## src/rtl/osd_cmd_tx.sv

```systemverilog
// OSD command-port transmitter: turns request handshakes into io_osd/io_strobe/io_din word frames.
// Define OSD_TX_INFO_EN to build the info-window parameter block sent with enable commands.
module osd_cmd_tx #(
  parameter int STROBE_HI = 2,
  parameter int STROBE_LO = 2,
  parameter int GAP       = 4
) (
  input  logic        clk_sys,
  input  logic        reset_n,
  input  logic        req_valid,
  output logic        req_ready,
  input  logic [1:0]  req_op,
  input  logic        req_info,
  input  logic [4:0]  req_row,
  input  logic [7:0]  req_len,
  input  logic [11:0] req_infox,
  input  logic [11:0] req_infoy,
  input  logic [5:0]  req_infow,
  input  logic [5:0]  req_infoh,
  input  logic [1:0]  req_rot,
  output logic [7:0]  rd_addr,
  input  logic [7:0]  rd_data,
  output logic        io_osd,
  output logic        io_strobe,
  output logic [15:0] io_din,
  output logic        busy
);

  localparam int PMAX_HL = (STROBE_HI > STROBE_LO) ? STROBE_HI : STROBE_LO;
  localparam int PMAX    = (PMAX_HL > GAP) ? PMAX_HL : GAP;
  localparam int PW      = $clog2(PMAX + 1);

  localparam logic [PW-1:0] HI_LAST  = PW'(STROBE_HI - 1);
  localparam logic [PW-1:0] LO_LAST  = PW'(STROBE_LO - 1);
  localparam logic [PW-1:0] GAP_LAST = PW'(GAP - 1);

  localparam logic [2:0] ST_RST   = 3'd0;
  localparam logic [2:0] ST_IDLE  = 3'd1;
  localparam logic [2:0] ST_LOAD  = 3'd2;
  localparam logic [2:0] ST_FRAME = 3'd3;
  localparam logic [2:0] ST_TAIL  = 3'd4;
  localparam logic [2:0] ST_GAP   = 3'd5;

  localparam logic [1:0] OP_DIS = 2'd0;
  localparam logic [1:0] OP_EN  = 2'd1;
  localparam logic [1:0] OP_WR  = 2'd2;

  logic [2:0]    r_state;
  logic          r_hi;
  logic [PW-1:0] r_phase;
  logic [8:0]    r_word;
  logic [8:0]    r_last;
  logic [1:0]    r_op;
  logic [15:0]   r_cmd;
  logic          r_osd;
  logic          r_strobe;
  logic [15:0]   r_din;
  logic [7:0]    r_addr;

  logic          w_info;
  logic [15:0]   w_word;

`ifdef OSD_TX_INFO_EN
  logic [11:0] r_infox;
  logic [11:0] r_infoy;
  logic [5:0]  r_infow;
  logic [5:0]  r_infoh;
  logic [1:0]  r_rot;

  assign w_info = req_info;

  always_ff @(posedge clk_sys) begin
    if (r_state == ST_IDLE && req_valid) begin
      r_infox <= req_infox;
      r_infoy <= req_infoy;
      r_infow <= req_infow;
      r_infoh <= req_infoh;
      r_rot   <= req_rot;
    end
  end
`else
  logic w_unused;

  assign w_info   = 1'b0;
  assign w_unused = ^{req_info, req_infox, req_infoy, req_infow, req_infoh, req_rot};
`endif

  // Word 0 is the command; later words are RAM bytes (write) or info parameters (enable).
  always_comb begin
    w_word = r_cmd;
    if (r_word != 9'd0) begin
      if (r_op == OP_WR) begin
        w_word = {8'h00, rd_data};
      end
`ifdef OSD_TX_INFO_EN
      else begin
        case (r_word[2:0])
          3'd1:    w_word = {4'h0, r_infox};
          3'd2:    w_word = {4'h0, r_infoy};
          3'd3:    w_word = {10'h000, r_infow};
          3'd4:    w_word = {10'h000, r_infoh};
          default: w_word = {14'h0000, r_rot};
        endcase
      end
`endif
    end
  end

  always_ff @(posedge clk_sys) begin
    if (!reset_n) begin
      r_state  <= ST_RST;
      r_hi     <= 1'b0;
      r_phase  <= '0;
      r_word   <= 9'd0;
      r_last   <= 9'd0;
      r_op     <= 2'd0;
      r_cmd    <= 16'h0000;
      r_osd    <= 1'b0;
      r_strobe <= 1'b0;
      r_din    <= 16'h0000;
      r_addr   <= 8'h00;
    end else begin
      case (r_state)
        ST_RST: r_state <= ST_IDLE;
        ST_IDLE: begin
          if (req_valid) begin
            r_state <= ST_LOAD;
            r_op    <= req_op;
            r_addr  <= 8'h00;
            case (req_op)
              OP_DIS: begin
                r_cmd  <= 16'h0040;
                r_last <= 9'd0;
              end
              OP_EN: begin
                r_cmd  <= {13'h0008, w_info, 2'b01};
                r_last <= w_info ? 9'd5 : 9'd0;
              end
              OP_WR: begin
                r_cmd  <= {11'h001, req_row};
                r_last <= {1'b0, req_len} + 9'd1;
              end
              default: begin
                r_cmd  <= 16'h0000;
                r_last <= 9'd0;
              end
            endcase
          end
        end
        ST_LOAD: begin
          r_hi    <= 1'b0;
          r_phase <= '0;
          r_word  <= 9'd0;
          if (r_op == 2'd3) begin
            r_state <= ST_IDLE;
          end else begin
            r_state <= ST_FRAME;
            r_osd   <= 1'b1;
          end
        end
        ST_FRAME: begin
          if (!r_hi) begin
            // rd_addr has been stable since the low phase began, so the byte is ready here.
            if (r_phase == '0) begin
              r_din <= w_word;
            end
            if (r_phase == LO_LAST) begin
              r_hi     <= 1'b1;
              r_phase  <= '0;
              r_strobe <= 1'b1;
            end else begin
              r_phase <= r_phase + 1'b1;
            end
          end else if (r_phase == HI_LAST) begin
            r_hi     <= 1'b0;
            r_phase  <= '0;
            r_strobe <= 1'b0;
            if (r_word == r_last) begin
              r_state <= ST_TAIL;
            end else begin
              r_word <= r_word + 9'd1;
              if (r_op == OP_WR) begin
                r_addr <= r_word[7:0];
              end
            end
          end else begin
            r_phase <= r_phase + 1'b1;
          end
        end
        ST_TAIL: begin
          if (r_phase == LO_LAST) begin
            r_phase <= '0;
            r_osd   <= 1'b0;
            r_state <= ST_GAP;
          end else begin
            r_phase <= r_phase + 1'b1;
          end
        end
        ST_GAP: begin
          if (r_phase == GAP_LAST) begin
            r_phase <= '0;
            r_state <= ST_IDLE;
          end else begin
            r_phase <= r_phase + 1'b1;
          end
        end
        default: r_state <= ST_IDLE;
      endcase
    end
  end

  assign req_ready = (r_state == ST_IDLE);
  assign busy      = ~req_ready;
  assign io_osd    = r_osd;
  assign io_strobe = r_strobe;
  assign io_din    = r_din;
  assign rd_addr   = r_addr;

endmodule

```

## config.mk

```make
export PLATFORM = sky130hd
export DESIGN_NAME = osd_cmd_tx
export DESIGN_NICKNAME = d
export VERILOG_FILES = /design/src/rtl/osd_cmd_tx.sv
export SDC_FILE = /design/constraint.sdc
export NUM_CORES = 1
export LEC_CHECK = 0
export ABC_AREA = 1
export CAP_MARGIN = 15
export CORE_MARGIN = 3
export CORE_UTILIZATION = 55
export CTS_CLUSTER_DIAMETER = 30
export DETAILED_ROUTE_END_ITERATION = 8
export DONT_BUFFER_PORTS = 1
export PLACE_DENSITY_LB_ADDON = 0.3
export SLEW_MARGIN = 0
export SYNTH_ARGS = -nofsm -noshare
export SYNTH_HDL_FRONTEND = slang
export SYNTH_SLANG_ARGS = --single-unit
```

## constraint.sdc

```tcl
create_clock -name clk_sys -period 2 [get_ports clk_sys]
set_input_delay 0.6 -clock clk_sys [delete_from_list [all_inputs] [get_ports clk_sys]]
set_output_delay 0.6 -clock clk_sys [all_outputs]
set_load 0.02 [all_outputs]
```

* Word-level counts from Yosys, hierarchy flattened
Cells that the tools add are included.
** Storage, ports and cells
- Bits in registers :: 69
- Input bits :: 65
- Output and inout bits :: 28
- Logic and storage cells :: 86
** Cells by class
- $add $sub $neg :: 3
- Equal/unequal tests :: 21
- Muxes and demuxes :: 34
- Bitwise operators :: 2
- Reduce and logical (&&, ||, !) cells :: 15
** Operator list (number)
- two-way mux 8 bit :: 5
- two-way mux 9 bit :: 4
- two-way mux 16 bit :: 2
- two-way mux 3 bit :: 8
- case mux 7 bit (3 select lines) :: 1
- != test 2 bit, second input constant :: 9
- case mux 9 bit (2 select lines) :: 1
- case mux 8 bit (2 select lines) :: 1
- case mux 3 bit (5 select lines) :: 1
- AND reduction 6 bit :: 2
- adder 8 x 1 -> 9 bit, second input constant :: 1
- adder 9 x 1 -> 9 bit, second input constant :: 1
- equality test 3 x 2 -> 1 bit, second input constant :: 3
- equality test 9 bit :: 1
- case mux 3 bit (3 select lines) :: 1
- nonzero test 9 bit :: 1
- two-way mux 1 bit :: 7
- equality test 2 bit, second input constant :: 3
- equality test 3 x 1 -> 1 bit, second input constant :: 2
- equality test 3 bit, second input constant :: 2
- AND reduction 3 bit :: 2
- nonzero test 2 bit :: 3
- case mux 1 bit (2 select lines) :: 2
- AND reduction 2 bit :: 2
- 9 further kinds :: 10

* Logic depth before layout (Yosys ltp)
Gate-level depths: netlist of run 1.
- Depth in word-level cells :: 6
- Gate-level depth with buffers :: 13
- Gate-level depth less buffers :: 12

* Least setup slack after synthesis of run 1
OpenSTA, ideal clock, no wires.
- Path kind :: register -> output
- From :: register r_state[0]
- To :: output busy
- Arrival time :: 917 ps
- Required time :: 1400 ps
- Path slack :: 483 ps
- Cell stages (with the launch flop) :: 4
- Path buffers :: 0
- Path through :: dfxtp_1 nand2_1 nor2_2 inv_1
** On the way
- Longest elaborated chain between the ends :: 2
** Ends and longest elaborated chain
- start, declared :: line 48 : logic [2:0] r_state;
- start signal, assigned :: line 111 : r_state <= ST_RST;
- start signal, assigned :: line 124 : ST_RST: r_state <= ST_IDLE;
- start signal, assigned :: line 127 : r_state <= ST_LOAD;
- equality test 3 x 1 -> 1 bit :: line 212 : assign req_ready = (r_state == ST_IDLE);
- via req_ready :: line 11 : output logic req_ready,
- inverter 1 bit :: line 213 : assign busy = ~req_ready;
- end, declared :: line 26 : output logic busy
The timed path passes the listed nets, and every way through them passes these cells.

* Worst setup path in the final report of run 1
- From :: register r_state[2]
- To :: output busy
** On the way
- Longest elaborated chain between the ends :: 2
** Ends and longest elaborated chain (line)
- equality test 3 x 1 -> 1 bit :: 212
- inverter 1 bit :: 213
No other way between the ends.

==> metrics.txt, run 1 <==
outcome=finished, final reports clean; initial DRC count=around 140; Critical Path RT=approximately 1.4 ns; Layout area overhead=4.040%; design area=0.002997 mm2; hold crit path type=in2reg; first-pass GRT wire length=10,140 um; Hold Slack=0.3908 ns; ys flop type=dfxtp_1; crit path kind=reg2out; RSZ-0062 raised after global routing=no; largest net degree at the start of global routing=23; Cell Area, Synth=0.002880 mm2; max cap viols=0; Avg Synthesized Cell Area=approximately 7.0 um2; number of buffers added for setup after CTS=0; Design Power=3.568 mW; most frequent cell after synthesis=nand2_1; vias=2,515; crit-path leading delay family=buffers and inverters; top cell type's share of synthesized area=36.14%; sequential area share after synthesis=36.14%; critical-path maximum fanout=4; Synth Instances=409; layout cell share with drive strength beyond 1=12.17%; number of fill cells=roughly 470; final setup vio count=0; initial antenna violation count=0; Max Fclk=roughly 0.53 GHz; IO Port Bufs=0; Cell Pwr Density=roughly 1200 mW/mm2; synth warn=0; TNS Setup=0 ns; final setup slack of the worst path=0.1219 ns; Final period util=a little over nine tenths; Die Ht=78.37 um; Area contributors post-synth=dfxtp_1 (36%), nand2_1 (11%), nor2_1 (7.3%); DIE WIDTH=78.37 um; beginning of the worst register-to-register path=r_word[0]$_SDFFE_PN0P_; Die Area=0.006141 mm2; Clock Skews=0.008625 ns; drt first pass iters=4; final wirelength=5762 um; Routability Congestion=approximately 0.9; dpl cell area=0.002900 mm2; asr flop ratio synth=0%; post-cts gate resize count=0; clock latency on the worst-skew pair=0.32 ns; vias in the first global route=2,326; Largest stage delay, worst path=roughly 0.40 ns; clock root cell=clkbuf_8; slowest stage cell, crit path=dfxtp_1; Post-synth top cells=nand2_1 (84), nor2_1 (56), dfxtp_1 (52), a21oi_1 (39), inv_1 (36); final-report max-slew violation count=0; Congestion Overflow GR=0; Final ANT Viol Nets=0; Rows=25; total track usage=20.20%; CP cell instances=inv_2 > nand2_1 > nor2_2 > buf_4 > inv_1; EDFF count, synth=0; TritonCTS sink count=52; n_diodes=0; Peak VDD IR=0.5805 mV; CORE AREA=between 0.004 and 0.005 mm2; Worst Setup SP=r_state[2]$_SDFFE_PN0P_; CTS Buf Count=5; post-synthesis register bit count=52; Setup WS pre-CTS=0.2841 ns; IO Pins=slightly above 90; crit end category=output pin; Hold Fails Final Rpt=0; Synth cell types=43; largest area contributor in the netlist=dfxtp_1; Worst R2R Setup Slack=0.24 ns; DP HPWL=roughly 4400 um; Max clock buf depth=2; CP startpoint kind=flop; initial core utilization=between 50% and 60%; Bufs and invs on worst path=3; crit path DAT=between 1 and 1.5 ns; CTS tree=built; drt wl/cell=about 12 um; Hold Crit Start=reset_n; # hold bufs at CTS=0; Final Critical Period=1.878 ns; leakage=1.259 nW; post-layout net count=483; clk slew on worst S/H paths=0.10 ns; DR vias/cell=5.262; H-tree levels=2; residual DRC count=0
## routing by layer
metal	GRT usage (%)	vias to the layer above	wire [um]
met5	0	-	0
met4	5.420	0	87
met3	6.193	10	398
met2	32.79	79	2574
met1	26.07	1127	2701
li1	-	1299	-
## registers in the layout, summed over array words and instances, names as in the netlist
name / flops
r_last: 9
r_word: 9
io_din: 8
rd_addr: 8
r_cmd: 7
r_phase: 3
r_state: 3
r_op: 2
io_osd: 1
io_strobe: 1
r_hi: 1
## metrics by stage
| step | util, % | cells |
|---|---|---|
| detailed placement | 59.44 | 470 |
| global placement | 59.44 | 470 |
| finish | 61.41 | 478 |
| CTS | 61.41 | 478 |
| global route | 61.41 | 478 |
| floorplan | - | 416 |
## logic make-up (layout without fill, tap and decap cells)
logic type      after synthesis  in the layout  share of synthesized area (%)
fa+ha+maj                     8              8                          3.475
buf+inv                      66             61                          11.38
simple gates                210            210                          34.23
xor+xnor                      6              6                          1.824
other cells                   1              8                         0.1302
flops                        52             52                          36.14
compound gates               66             66                          12.82
## layout make-up
cell class,instances,area (um2),area share (%)
Timing Repair Buffer,9,67.56,2.255
Tap cell,67,83.83,2.797
Clock inverter,3,27.53,0.9186
Sequential cell,52,1041,34.74
Multi-Input combinational cell,298,1538,51.32
Clock buffer,5,68.82,2.296
Inverter,44,170.2,5.678
## final timing paths
check                                end  cells past startpoint
hold / removal    r_word[8]$_SDFFE_PN0P_                      2
hold reg to reg    r_cmd[3]$_SDFFE_PN0P_                      2
setup reg to reg  r_word[8]$_SDFFE_PN0P_                     10
setup / recovery                    busy                      5
## cell usage in the layout, fill, tap and decap left out, types with 2 or more instances in the layout
cell	n
a21oi_1	39
buf_4	9
clkbuf_8	5
conb_1	8
dfxtp_1	52
ha_1	8
inv_1	36
inv_2	6
inv_4	2
nand2_1	84
nand2_2	3
nand2_4	2
nand3_1	35
nand3_2	6
nand4_1	3
nor2_1	56
nor2_2	3
nor2_8	2
nor3_1	4
nor3b_1	3
o21ai_0	11
o21ai_1	6
o21ai_2	2
or2_0	2
or2_2	4
xnor2_1	5
## power by group
| group | internal [mW] | switching [mW] | leakage (nW) |
|---|---|---|---|
| Clock | 0.257 | 0.380 | 0.0463 |
| Sequential | 1.23 | 0.296 | 0.422 |
| Combinational | 0.488 | 0.913 | 0.790 |
No activity file was read; power rests on OpenSTA's default activity.
==> run 2, diff against run 1 <==
--- a/config.mk
+++ b/config.mk
@@ -6,7 +6,7 @@
 export NUM_CORES = 1
 export LEC_CHECK = 0
 export ABC_AREA = 1
-export CAP_MARGIN = 15
+export CAP_MARGIN = 5
 export CORE_MARGIN = 3
 export CORE_UTILIZATION = 55
 export CTS_CLUSTER_DIAMETER = 30
==> results of run 2 <==
No change in the layout: final DEF, timing and power equal those of run 1.
==> run 3, diff against run 2 <==
--- a/config.mk
+++ b/config.mk
@@ -13,6 +13,7 @@
 export DETAILED_ROUTE_END_ITERATION = 8
 export DONT_BUFFER_PORTS = 1
 export PLACE_DENSITY_LB_ADDON = 0.3
+export SETUP_SLACK_MARGIN = 0.5
 export SLEW_MARGIN = 0
 export SYNTH_ARGS = -nofsm -noshare
 export SYNTH_HDL_FRONTEND = slang
==> run 3 against run 2 <==
Against the previous run: sequential share of layout area is 4.8 points lower; worst setup slack improved by 0.19 ns; worst hold slack got worse by 0.0045 ns; critical endpoint unchanged; critical path type unchanged.
==> metrics.txt, run 3 (same netlist as run 1, synthesis figures left out) <==
final wirelength=7398 um (+28%); FF-to-FF End=r_state[0]$_SDFFE_PN0P_; vias=2,749 (+9.3%); TNS Setup=0 ns (unchanged); CORE AREA=0.004880 mm2 (unchanged); TritonCTS sink count=52 (unchanged); initial DRC count=243 (+77%); Switching Fraction=43.28% (-1.3 points); # hold bufs at CTS=0 (unchanged); Congestion Overflow GR=0 (unchanged); DP HPWL=4356 um (-0.50%); endpoint of the worst hold path=r_op[0]$_SDFFE_PN0P_; clock root cell=clkbuf_8; largest net degree at the start of global routing=23 (unchanged); DIE WIDTH=78.37 um (unchanged); final-report max-slew violation count=0 (unchanged); first-pass GRT wire length=10,410 um (+2.7%); residual DRC count=0 (unchanged); Non-Filler Instances=503 (+5.2%); Worst R2R Setup Slack=0.40 ns (+0.16 ns); drt first pass iters=4 (unchanged); crit path kind=reg2out; H-tree levels=2 (unchanged); clock latency on the worst-skew pair=0.31 ns (about the same); initial antenna violation count=0 (unchanged); Final ANT Viol Nets=0 (unchanged); vias in the first global route=2,322 (-0.17%); commonest cells after routing, fill and taps aside=nand2_1 (75), nor2_1 (46), dfxtp_1 (38); CTS Buf Count=5 (unchanged); Max clock buf depth=2 (unchanged); post-layout net count=508 (+5.2%); commonest non-fill, non-tap cell in the layout=nand2_1; Cell Pwr Density=1271 mW/mm2 (+6.8%); leakage=1.476 nW (+17%); DR vias/cell=5.465 (+3.9%); WHS Path Cells=2 (unchanged); Final Critical Period=1.692 ns (-0.1861 ns); IO Port Bufs=0 (unchanged); Final period util=84.60% (-9.3 points); Routability Congestion=0.8993 (+1.3%); CP startpoint kind=flop; worst r2r path cells=10 (unchanged); part of the power in registers=34.5% (-8.4 points); Peak VDD IR=0.6746 mV (+16%); clk slew on worst S/H paths=0.10 ns (about the same); switching power=1.985 mW (+25%); crit path DAT=1.09 ns (-0.19 ns); final setup vio count=0 (unchanged); outcome=finished, final reports clean; initial core utilization=59.03% (unchanged); Max Fclk=0.5910 GHz (+11%); Comb power frac=48.5% (+9.2 points); Design Power=4.587 mW (+29%); drt wl/cell=14.71 um (+22%); Rows=25 (unchanged); Cell Int Power=2.602 mW (+32%); IO Pins=93 (unchanged); Critical Path RT=1.40 ns (about the same); biggest registers after layout=r_last: 9 flops, r_word: 9 flops; Die Area=0.006141 mm2 (unchanged); total track usage=20.84% (+0.64 points); hold crit path type=in2reg; Die Ht=78.37 um (unchanged); critical-path maximum fanout=3 (-1); beginning of the worst register-to-register path=r_state[2]$_SDFFE_PN0P_; # placed instances=469 (-0.21%); Hold Crit Start=reset_n; CTS tree=built; Layout area overhead=25.28%; crit end category=output pin; RSZ-0062 raised after global routing=yes; Clk pwr share=17.0% (-0.9 points); n_diodes=0 (unchanged); Clock Skews=0.01179 ns (+0.003169 ns); max cap viols=0 (unchanged); layout cell share with drive strength beyond 1=30.28% (+18 points); Hold Fails Final Rpt=0 (unchanged)
==> run 3: changes by cell type in the layout (fill, tap and decap cells not counted), moves of 4 or more <==
cell | before | now
dfxtp_1 | 52 | 38
dfxtp_4 | 0 | 9
o21ai_2 | 2 | 6
nand2_1 | 84 | 75
nand2_4 | 2 | 8
nor2_1 | 56 | 46
nor3_1 | 4 | 0
dfxtp_2 | 0 | 5
nor2_4 | 0 | 7
nand2_2 | 3 | 7
buf_6 | 0 | 6
buf_4 | 9 | 22
==> run 3: what timing repair did <==
action                                  CTS  global route
setup buffers                             9            14
pin swaps                                 9            29
gates cloned                              0             3
gates resized for setup                  36            73
endpoints found under the setup margin   37            43
==> run 3: through the flow <==
| stage | instance area, um2 | setup WS, ns | utilization, % | hold WS, ns |
|---|---|---|---|---|
| finish | 3608 | 0.3079 | 73.95 | 0.3863 |
| global route | 3608 | 0.2519 | 73.95 | 0.3855 |
| CTS | 3176 | 0.3079 | 65.08 | 0.3804 |
| detailed placement | 2898 | 0.2847 | 59.38 | 0.4596 |
| global placement | 2898 | 0.3821 | 59.38 | 0.4612 |
| floorplan | 2912 | 0.5454 | - | 0.4436 |
==> run 3: worst max-delay path by stage <==
stage	start	end	slack, ns	depth (start not counted)
global placement	r_state[0]$_SDFFE_PN0P_	rd_addr[4]$_SDFFE_PN0P_	0.38	9
CTS	r_state[2]$_SDFFE_PN0P_	busy	0.31	4
finish	r_state[2]$_SDFFE_PN0P_	busy	0.31	4
floorplan	req_len[2]	r_last[7]$_SDFFE_PN0P_	0.55	7
detailed placement	r_state[0]$_SDFFE_PN0P_	rd_addr[4]$_SDFFE_PN0P_	0.28	9
global route	r_state[2]$_SDFFE_PN0P_	busy	0.25	4
==> run 3: power groups by stage <==
stage               sequential [mW]  combinational (mW)  clock (mW)
detailed placement             1.56                1.38           0
global route                   1.61                2.43       0.816
global placement               1.55                1.35           0
floorplan                      1.50                1.19           0
CTS                            1.55                1.67       0.787
finish                         1.58                2.22       0.780
==> run 3: critical path: stages (launching register included) <==
cell and delay [ns]:
dfxtp_2 0.34, inv_2 0.07, nand2_4 0.06, nor2_4 0.23, inv_4 0.09
==> run 3: final cells by class <==
cell class / count / area (um2)
Clock buffer: 6 / 82.58
Inverter: 44 / 192.7
Clock inverter: 2 / 38.79
Tap cell: 67 / 83.83
Timing Repair inverter: 1 / 5.005
Sequential cell: 52 / 1081
Fill cell: 370 / 1271
Multi-Input combinational cell: 300 / 1837
Timing Repair Buffer: 31 / 287.8
==> run 3: metal layers <==
layer,vias to the layer above,GRT usage [%],share of wire [%]
met3,33,4.014,6.8
met2,118,34.93,49
li1,1357,-,-
met5,-,0,0
met4,0,7.867,4.2
met1,1241,26.50,40
